File: src/rtl/dnn_mem_bridge.sv
// Bridge from one accelerator memory port to a system memory port: base-offset address
// translation, valid/ready handshake, one-word read buffer, write-through.
// Optional hit/miss statistics counters are enabled by defining DNN_BRIDGE_STATS_EN.
module dnn_mem_bridge #(
  parameter int BYTE_ADDR = 1,
  parameter int ADDR_W    = 16
) (
  input  logic              clk,
  input  logic              rst_n,
  input  logic [31:0]       base_addr,
  input  logic              flush,
  input  logic              acc_req,
  input  logic              acc_wen,
  input  logic [ADDR_W-1:0] acc_addr,
  input  logic [31:0]       acc_wdata,
  output logic [31:0]       acc_rdata,
  output logic              acc_ack,
  output logic              stall,
  output logic              mem_valid,
  output logic              mem_write,
  output logic [31:0]       mem_addr,
  output logic [31:0]       mem_wdata,
  input  logic              mem_ready,
  input  logic [31:0]       mem_rdata,
  output logic [31:0]       hit_cnt,
  output logic [31:0]       miss_cnt
);

  localparam int IDX_W = (BYTE_ADDR != 0) ? ADDR_W - 2 : ADDR_W;

  typedef enum logic [1:0] {
    IDLE = 2'd0,
    BUSY = 2'd1,
    DONE = 2'd2
  } state_t;

  state_t           state, state_nxt;

  logic [IDX_W-1:0] word_idx;
  logic [31:0]      word_off;
  logic             accept;
  logic             rd_hit;
  logic             mem_done;

  logic             wen_q;
  logic [IDX_W-1:0] word_q;
  logic [31:0]      addr_q;
  logic [31:0]      wdata_q;
  logic [31:0]      rdata_q;
  logic             flushed_q;

  logic             buf_valid;
  logic [IDX_W-1:0] buf_tag;
  logic [31:0]      buf_data;

  // Byte addressing drops the two in-word offset bits; word addressing uses all bits.
  generate
    if (BYTE_ADDR != 0) begin : g_byte_addr
      logic unused_addr_lsbs;
      assign word_idx         = acc_addr[ADDR_W-1:2];
      assign unused_addr_lsbs = ^acc_addr[1:0];
    end else begin : g_word_addr
      assign word_idx = acc_addr;
    end
  endgenerate

  assign word_off = 32'(word_idx) << 2;
  assign accept   = acc_req && ((state == IDLE) || (state == DONE));
  assign rd_hit   = !acc_wen && buf_valid && (buf_tag == word_idx) && !flush;
  assign mem_done = (state == BUSY) && mem_ready;

  // NOTE: always_comb assigns every output a default first, so no path can infer a latch.
  always_comb begin
    state_nxt = state;
    case (state)
      IDLE, DONE: begin
        if (accept) begin
          state_nxt = rd_hit ? DONE : BUSY;
        end else begin
          state_nxt = IDLE;
        end
      end
      BUSY: begin
        if (mem_ready) begin
          state_nxt = DONE;
        end
      end
      default: state_nxt = IDLE;
    endcase
  end

  // NOTE: sequential state uses non-blocking assignments so every flop samples pre-edge values.
  always_ff @(posedge clk or negedge rst_n) begin
    if (!rst_n) begin
      state <= IDLE;
    end else begin
      state <= state_nxt;
    end
  end

  // Request latch: address, direction and data are frozen for the whole transaction.
  always_ff @(posedge clk or negedge rst_n) begin
    if (!rst_n) begin
      wen_q     <= 1'b0;
      word_q    <= '0;
      addr_q    <= '0;
      wdata_q   <= '0;
      flushed_q <= 1'b0;
    end else begin
      if (accept) begin
        wen_q     <= acc_wen;
        word_q    <= word_idx;
        addr_q    <= base_addr + word_off;
        wdata_q   <= acc_wdata;
        flushed_q <= 1'b0;
      end else if ((state == BUSY) && flush) begin
        flushed_q <= 1'b1;
      end
    end
  end

  // NOTE: the one-word buffer is reset like any flop; valid alone gates use, but a reset
  // data word keeps acc_rdata deterministic and costs nothing at this size.
  always_ff @(posedge clk or negedge rst_n) begin
    if (!rst_n) begin
      buf_valid <= 1'b0;
      buf_tag   <= '0;
      buf_data  <= '0;
      rdata_q   <= '0;
    end else begin
      if (accept && rd_hit) begin
        rdata_q <= buf_data;
      end
      if (mem_done) begin
        if (!wen_q) begin
          buf_data  <= mem_rdata;
          buf_tag   <= word_q;
          rdata_q   <= mem_rdata;
          buf_valid <= !(flushed_q || flush);
        end else if (buf_valid && (buf_tag == word_q)) begin
          buf_data <= wdata_q;
        end
      end
      // A flush in any state wins over a same-cycle fill.
      if (flush) begin
        buf_valid <= 1'b0;
      end
    end
  end

`ifdef DNN_BRIDGE_STATS_EN
  logic [31:0] hit_q;
  logic [31:0] miss_q;

  always_ff @(posedge clk or negedge rst_n) begin
    if (!rst_n) begin
      hit_q  <= '0;
      miss_q <= '0;
    end else if (flush) begin
      hit_q  <= '0;
      miss_q <= '0;
    end else if (accept && !acc_wen) begin
      if (rd_hit) begin
        if (hit_q != 32'hFFFF_FFFF) hit_q <= hit_q + 32'd1;
      end else begin
        if (miss_q != 32'hFFFF_FFFF) miss_q <= miss_q + 32'd1;
      end
    end
  end

  assign hit_cnt  = hit_q;
  assign miss_cnt = miss_q;
`else
  assign hit_cnt  = '0;
  assign miss_cnt = '0;
`endif

  assign mem_valid = (state == BUSY);
  assign stall     = (state == BUSY);
  assign mem_write = (state == BUSY) && wen_q;
  assign mem_addr  = addr_q;
  assign mem_wdata = wdata_q;
  assign acc_ack   = (state == DONE);
  assign acc_rdata = rdata_q;

endmodule

File: config.mk
export PLATFORM = sky130hd
export DESIGN_NAME = dnn_mem_bridge
export DESIGN_NICKNAME = d
export VERILOG_FILES = /design/src/rtl/dnn_mem_bridge.sv
export SDC_FILE = /design/constraint.sdc
export NUM_CORES = 1
export LEC_CHECK = 0
export CAP_MARGIN = 15
export CORE_ASPECT_RATIO = 0.7
export CORE_MARGIN = 10
export CORE_UTILIZATION = 50
export DETAILED_ROUTE_END_ITERATION = 10
export PLACE_DENSITY = 0.84
export SYNTH_ARGS = -nofsm -noshare
export SYNTH_HDL_FRONTEND = slang
export SYNTH_SLANG_ARGS = --single-unit
File: constraint.sdc
create_clock -name clk -period 5.2 [get_ports clk]
set_input_delay 1.04 -clock clk [delete_from_list [all_inputs] [get_ports clk]]
set_output_delay 1.04 -clock clk [all_outputs]
set_load 0.01 [all_outputs]
==> results of run 1 <==
critical path, cell delays in order:
cell,delay [ns]
clkdlybuf4s50_1,0.46
ha_1,0.23
inv_1,0.07
fa_1,0.22
nand2b_1,0.15
a21oi_1,0.09
o311a_1,0.47
a2111oi_4,0.69
nor4b_1,0.15
xnor2_1,0.17
o21ai_0,0.08
metal layers:
layer  share of wire [%]  vias to the layer above  track usage (%)
li1                    -                     3192                -
met1                  45                     3155             25.6
met2                  47                      208             32.2
met3                 7.6                       19             7.06
met4                0.97                        0             4.11
met5                   0                        -                0
worst max path at each step:
stage,from,to,cells past startpoint
floorplan,base_addr[2],mem_addr[20]$_DFFE_PN0N_,10
global placement,acc_addr[2],mem_addr[30]$_DFFE_PN0N_,11
detailed placement,acc_addr[2],mem_addr[30]$_DFFE_PN0N_,11
CTS,acc_addr[2],mem_addr[30]$_DFFE_PN0N_,11
global route,acc_addr[2],mem_addr[30]$_DFFE_PN0N_,11
finish,acc_addr[2],mem_addr[30]$_DFFE_PN0N_,11
per-stage QoR:
stage               instances  total power (uW)  util (%)  hold slack [ns]
finish                   1308              4900      67.5            0.467
global route             1308              5180      67.5            0.493
CTS                      1308              4930      67.5            0.473
detailed placement       1277              3680      63.9            0.462
global placement         1277              3610      63.9            0.446
floorplan                 935              2820         -            0.420
placed cells by master, fill, tap and decap left out, types with 2 or more instances in the layout:
cell type | synthesis | layout
ha_1 | 14 | 14
o211ai_1 | 3 | 3
inv_1 | 5 | 5
nor2b_1 | 2 | 2
buf_4 | 65 | 6
xor2_1 | 20 | 20
nor4b_1 | 2 | 2
clkinv_2 | 0 | 2
nor3_1 | 7 | 7
nor4_1 | 3 | 3
nand2b_1 | 5 | 4
a211oi_1 | 2 | 2
or4_1 | 2 | 2
conb_1 | 1 | 64
nor2_1 | 15 | 14
nand2_1 | 252 | 251
o31ai_1 | 2 | 2
dfrtp_1 | 161 | 160
nand3_1 | 9 | 9
mux2i_1 | 64 | 64
a21oi_1 | 10 | 10
clkbuf_16 | 0 | 17
clkbuf_8 | 1 | 3
mux2_2 | 14 | 14
o21ai_0 | 100 | 100
a21o_1 | 6 | 6
clkdlybuf4s50_1 | 0 | 214
nand4_1 | 7 | 7
xnor2_1 | 32 | 32
bufinv_16 | 0 | 2
clkbuf_1 | 33 | 3
a31oi_1 | 3 | 2
clkinv_4 | 0 | 2
and2_1 | 2 | 2
and3_1 | 2 | 2
area by class of cell:
cell class              count  area [um^2]  area share, %
clock buffers              23          478           4.36
inverters                   5         18.8          0.171
clock inverters             8          104          0.947
flip-flops and latches    161         4030           36.7
repair buffers            222         2220           20.2
multi-input cells         664         3840           35.0
well taps                 225          282           2.57
cells by family after synthesis:
family	Yosys count	synth area share, %
AOI/OAI and AO/OA	137	9.58
xor gates and xnor gates	52	5.51
adders and majority gates	15	2.36
buffers and inverters	110	8.12
DFF	161	48.7
muxes	78	9.65
other	1	0.0453
and+or+nand+nor	318	16.0
state kept, by name (all words and copies together) (netlist names), 2 cells and up:
name       cells
acc_rdata     32
buf_data      32
mem_addr      32
mem_wdata     32
buf_tag       14
word_q        14
state          2
power by group through the flow:
stage | Combinational, uW | Sequential (uW) | Clock, uW
CTS | 1670 | 2000 | 1260
global route | 1810 | 2060 | 1320
finish | 1650 | 2000 | 1250
detailed placement | 1660 | 2020 | 0
global placement | 1620 | 1990 | 0
floorplan | 751 | 2070 | 0
==> summary.txt, run 1 <==
Status
  • Outcome: finished clean

Placement
  • Placer Congestion: 0.872
  • Pre-CTS WS: 1.24 ns
  • Dpl cell area: 10,400 um^2
  • Dpl hpwl: 16,600 um
  • PortBufs: 215

Finish
  • Layout area overhead: 32.6%
  • Filler instances: 1,320
  • Ant. Diodes: 0
  • Layout cell share with drive strength beyond 1: 6.19%
  • Final nets: 1,204
  • Fin area: 11,000 um^2

GRT
  • GR Overflow Total: 0
  • Initial antenna violation count: 0
  • Vias in the first global route: 6,690
  • First-pass GRT wire length: 36,200 um
  • Gr usage total: 20.0%
  • Pin count of the biggest net entering global routing: 94

Power
  • Internal power: 3320 uW
  • Gate power share: 33.7%
  • Pwr per Cell Area: 446 nW/um^2
  • Switching power: 1580 uW
  • Seq pwr share: 40.9%
  • Leakage power: 0.00513 uW
  • Sw Share: 32.3%
  • Worst VDD drop: 0.000205 V
  • Clock power share: 25.5%

CTS
  • CTS sink count: 161
  • Root Buffer: clkbuf_16
  • Hold buffer count at cts: 0
  • Clk slew on worst S/H paths: 0.06 ns
  • CTS max path bufs: 2
  • H-tree levels: 4
  • Post-CTS setup buffer count: 0
  • Worst-Skew Late Latency: 0.42 ns
  • PostCTS Resize Cnt: 0
  • Cts bufs inserted: 17
  • TritonCTS clock tree: yes

Die
  • Die Y: 128 um
  • Die width: 174 um
  • Initial Util: 50.9%
  • Core footprint: 16,200 um^2
  • Top Ports: 282
  • Row cnt: 39
  • Total Die Area: 22,200 um^2

Timing
  • Fmax: 280 MHz
  • Period utilisation layout: 68.6%
  • Relative slew slack: 41.1%
  • Endpoints failing setup: 0
  • Final Worst Setup Slack: 1.63 ns
  • Setup Skew: 0.00856 ns
  • Final Hold Viols: 0
  • Unrepaired setup endpoints after global routing: no
  • Total Neg Setup Slack: 0 ns
  • Worst-margin pin slew: 0.882 ns
  • Tmin final: 3.57 ns
  • Final-report max-slew violation count: 0

Worst setup path
  • R2R setup slack: 2.59 ns
  • Reg-to-reg startpoint: state[0]$_DFFE_PN0P_
  • Capturing point of the worst reg2reg path: acc_rdata[31]$_DFF_PN0_
  • Worst Path Max Fanout: 8
  • Worst Reg-to-Reg Cells: 5
  • CP required: 5.46 ns
  • Critical path endpoint category: register
  • Crit path launch type: input pin
  • Worst endpoint data arrival time: 3.83 ns
  • Setup CP Type: input pin to register

Min path
  • Hold endpoint: buf_valid$_DFFE_PN0P_
  • Hold Path Class: register to register
  • Worst Hold Depth: 1
  • Worst min-delay path startpoint: flushed_q$_DFFE_PN0P_

Logic synthesis
  • Area contributors post-synth: dfrtp_1 49%, nand2_1 11%, mux2i_1 7.7%
  • Most frequent cell after synthesis: nand2_1
  • Register area share after synthesis: 48.7%
  • Average size of a mapped cell: 9.48 um^2
  • Post-synth top cells: 252 x nand2_1, 161 x dfrtp_1, 100 x o21ai_0, 65 x buf_4, 64 x mux2i_1
  • #FFs+latches synth: 161
  • Post-synth EDFFs: 0
  • Main flop type after synthesis: dfrtp_1
  • Yosys top cell by area: dfrtp_1
  • Asr flop ratio synth: 100%
  • Area share of the largest cell type after synthesis: 48.7%
  • Synth cell types: 54
  • Syn Inst Count: 872
  • Synthesized area: 8270 um^2
  • Synth Warn #: 0

Route
  • Vias/cell: 5.03
  • # DRC: 0
  • Routed Antenna Nets: 0
  • DRT Wirelength: 22,800 um
  • Wire per inst: 17.4 um
  • Number of detailed-route iterations in the first pass: 5
  • Via count: 6,574
  • Initial DRC count: 526

Run
  • Max-cap violations: 0
No activity file was read; power rests on OpenSTA's default activity.
==> run 2: changes to the inputs <==
CORE_UTILIZATION = 42   (was 50)
PLACE_DENSITY = 0.75   (was 0.84)
clock period = 2.9 ns   (was 5.2 ns; I/O delays follow)
==> run 2 against run 1 <==
  * Clock skew is 0.0059 ns higher
  * Routed wire length up 2.6%
  * Non-clock buffer count grew 45
  * Highest routed layer unchanged
  * Flip-flop and latch count is the same
  * Critical path type unchanged
  * Utilization down 7.8 points
==> summary.txt, run 2 (synthesis gave the netlist of run 1 again) <==
Min path
  • Hold Path Class: input pin to async pin

Finish
  • Most frequent cells in the layout: 251 x nand2_1, 214 x clkdlybuf4s50_1, 160 x dfrtp_1
  • Ant. Diodes: 0 (unchanged)
  • Layout cell share with drive strength beyond 1: 10.6% (+4.4 points)
  • Layout area overhead: 38.0%
  • Most common cell after layout, fill and taps aside: nand2_1
  • Fin area: 11,400 um^2 (+4.1%)
  • Final cell count without fillers: 1,393 (+6.5%)
  • Util after Layout: 59.7% (-7.8 points)
  • Final nets: 1,249 (+3.7%)

Die
  • Total Die Area: 25,800 um^2 (+16%)
  • Top Ports: 282 (unchanged)
  • Core footprint: 19,100 um^2 (+18%)
  • Initial Util: 43.2% (-7.7 points)
  • Row cnt: 42 (+7.7%)
  • Die Y: 137 um (+7.7%)
  • Die width: 188 um (+8.1%)

Power
  • Leakage power: 0.00537 uW (+4.7%)
  • Sw Share: 33.1% (+0.82 points)
  • Clock power share: 24.8% (-0.7 points)
  • Worst VDD drop: 0.000342 V (+67%)
  • Gate power share: 34.6% (+0.9 points)
  • Pwr per Cell Area: 772 nW/um^2 (+73%)
  • Seq pwr share: 40.6% (-0.3 points)
  • Internal power: 5890 uW (+78%)
  • Switching power: 2920 uW (+85%)

Timing
  • Endpoints failing setup: 0 (unchanged)
  • Worst-margin pin slew: 0.651 ns (-0.231 ns)
  • Setup Skew: 0.0145 ns (+0.00590 ns)
  • Tmin final: 2.78 ns
  • Fmax: 360 MHz
  • Period utilisation layout: 95.9%
  • Final Worst Setup Slack: 0.119 ns (-1.51 ns)
  • Final-report max-slew violation count: 0 (unchanged)
  • Fin Hold WS: 0.138 ns (-0.329 ns)
  • Relative slew slack: 56.6% (+16 points)
  • Unrepaired setup endpoints after global routing: no
  • Final Hold Viols: 0 (unchanged)

CTS
  • Cts bufs inserted: 17 (unchanged)
  • CTS max path bufs: 2 (unchanged)
  • TritonCTS clock tree: yes
  • H-tree levels: 4 (unchanged)
  • Root Buffer: clkbuf_16
  • Clk slew on worst S/H paths: 0.07 ns (about the same)
  • CTS sink count: 161 (unchanged)
  • Worst-Skew Late Latency: 0.42 ns (about the same)

Worst setup path
  • Slowest stage delay, CP: 0.48 ns (-0.21 ns)
  • Crit path buffers/inverters: 3 (+1)
  • CP required: 3.19 ns (-2.27 ns)
  • Worst-path cell chain: clkdlybuf4s50_1 > ha_1 > inv_1 > fa_1 > nand2b_4 > a21oi_2 > o311a_4 > a2111oi_4 > buf_6 > nor4_1 > xnor2_1 > o21ai_0
  • Critical path origin: acc_addr[2]
  • Critical path endpoint category: register
  • Crit path launch type: input pin
  • Worst Path Max Fanout: 7 (-1)
  • Setup CP Type: input pin to register
  • Reg-to-reg startpoint: buf_tag[4]$_DFFE_PN0P_
  • CP top delay family: buffers and inverters
  • CP max stage cell: clkdlybuf4s50_1
  • Worst endpoint data arrival time: 3.07 ns (-0.76 ns)

Placement
  • Placed Cells: 1,361 (+6.6%)
  • Pre-CTS WS: -0.482 ns (-1.72 ns)
  • PortBufs: 215 (unchanged)
  • Dpl cell area: 10,800 um^2 (+4.1%)
  • Dpl hpwl: 17,700 um (+7.1%)
  • Placer Congestion: 0.849 (-2.6%)

GRT
  • Gr usage total: 17.8% (-2.2 points)
  • GR Overflow Total: 0 (unchanged)
  • Vias in the first global route: 6,798 (+1.6%)
  • First-pass GRT wire length: 37,200 um (+2.7%)
  • Initial antenna violation count: 0 (unchanged)
  • Pin count of the biggest net entering global routing: 64 (-32%)

Route
  • Via count: 6,674 (+1.5%)
  • Routed Antenna Nets: 0 (unchanged)
  • Vias/cell: 4.79 (-4.7%)
  • Wire per inst: 16.8 um (-3.6%)
  • # DRC: 0 (unchanged)
  • DRT Wirelength: 23,400 um (+2.6%)
  • Initial DRC count: 442 (-16%)
  • Number of detailed-route iterations in the first pass: 7 (+2)

Run
  • Max-cap violations: 0 (unchanged)

Status
  • Outcome: finished clean
## run 2: changes by cell type in the layout (fill, tap and decap cells not counted), sizes merged
cell	change
clkbuf	-4
clkinv	-1
buf	+45
bufinv	-1
clkinvlp	+1
inv	+6
## run 2: metrics by stage
| stage | setup TNS [ns] | power, uW |
|---|---|---|
| 4_1_cts | 0 | 8900 |
| 2_1_floorplan | 0 | 5060 |
| 5_1_grt | 0 | 9370 |
| 3_3_place_gp | -4.16 | 6590 |
| 6_report | 0 | 8810 |
| 3_5_place_dp | -7.32 | 6680 |
## run 2: final timing paths
path	to	slack, ns	cells past startpoint
max	mem_addr[26]$_DFFE_PN0N_	0.12	12
min	mem_wdata[9]$_DFFE_PN0N_	0.14	1
max reg2reg	acc_rdata[6]$_DFF_PN0_	0.59	10
min reg2reg	buf_valid$_DFFE_PN0P_	0.47	1
max in group asynchronous	wen_q$_DFFE_PN0N_	2.08	2
min in group clk	buf_valid$_DFFE_PN0P_	0.47	1
## run 2: final cells by class
| type | count | area [um^2] |
|---|---|---|
| clock buffer | 19 | 443 |
| clock inverter | 13 | 124 |
| fill | 1697 | 7710 |
| inverter | 5 | 18.8 |
| multi-input combinational | 664 | 3870 |
| sequential | 161 | 4030 |
| tap | 264 | 330 |
| timing repair buffer | 267 | 2600 |
## run 2: layer usage
metal	vias up	global-route usage, %	part of all wire, %
li1	3286	-	-
met1	3175	23.7	47
met2	203	28.3	46
met3	10	5.30	6.7
met4	0	3.81	0.62
met5	-	0	0
## run 2: timing repair
action,in CTS,in global routing
setup endpoints to repair,2,8
gates resized for setup,1,6
pin swaps,1,2
buffers inserted,0,0
hold buffers,0,0
## run 2: power by group through the flow
stage | logic (uW) | registers [uW] | clock network [uW]
3_3_place_gp | 3000 | 3590 | 0
2_1_floorplan | 1350 | 3710 | 0
5_1_grt | 3350 | 3690 | 2330
4_1_cts | 3080 | 3580 | 2230
6_report | 3050 | 3570 | 2190
3_5_place_dp | 3070 | 3610 | 0
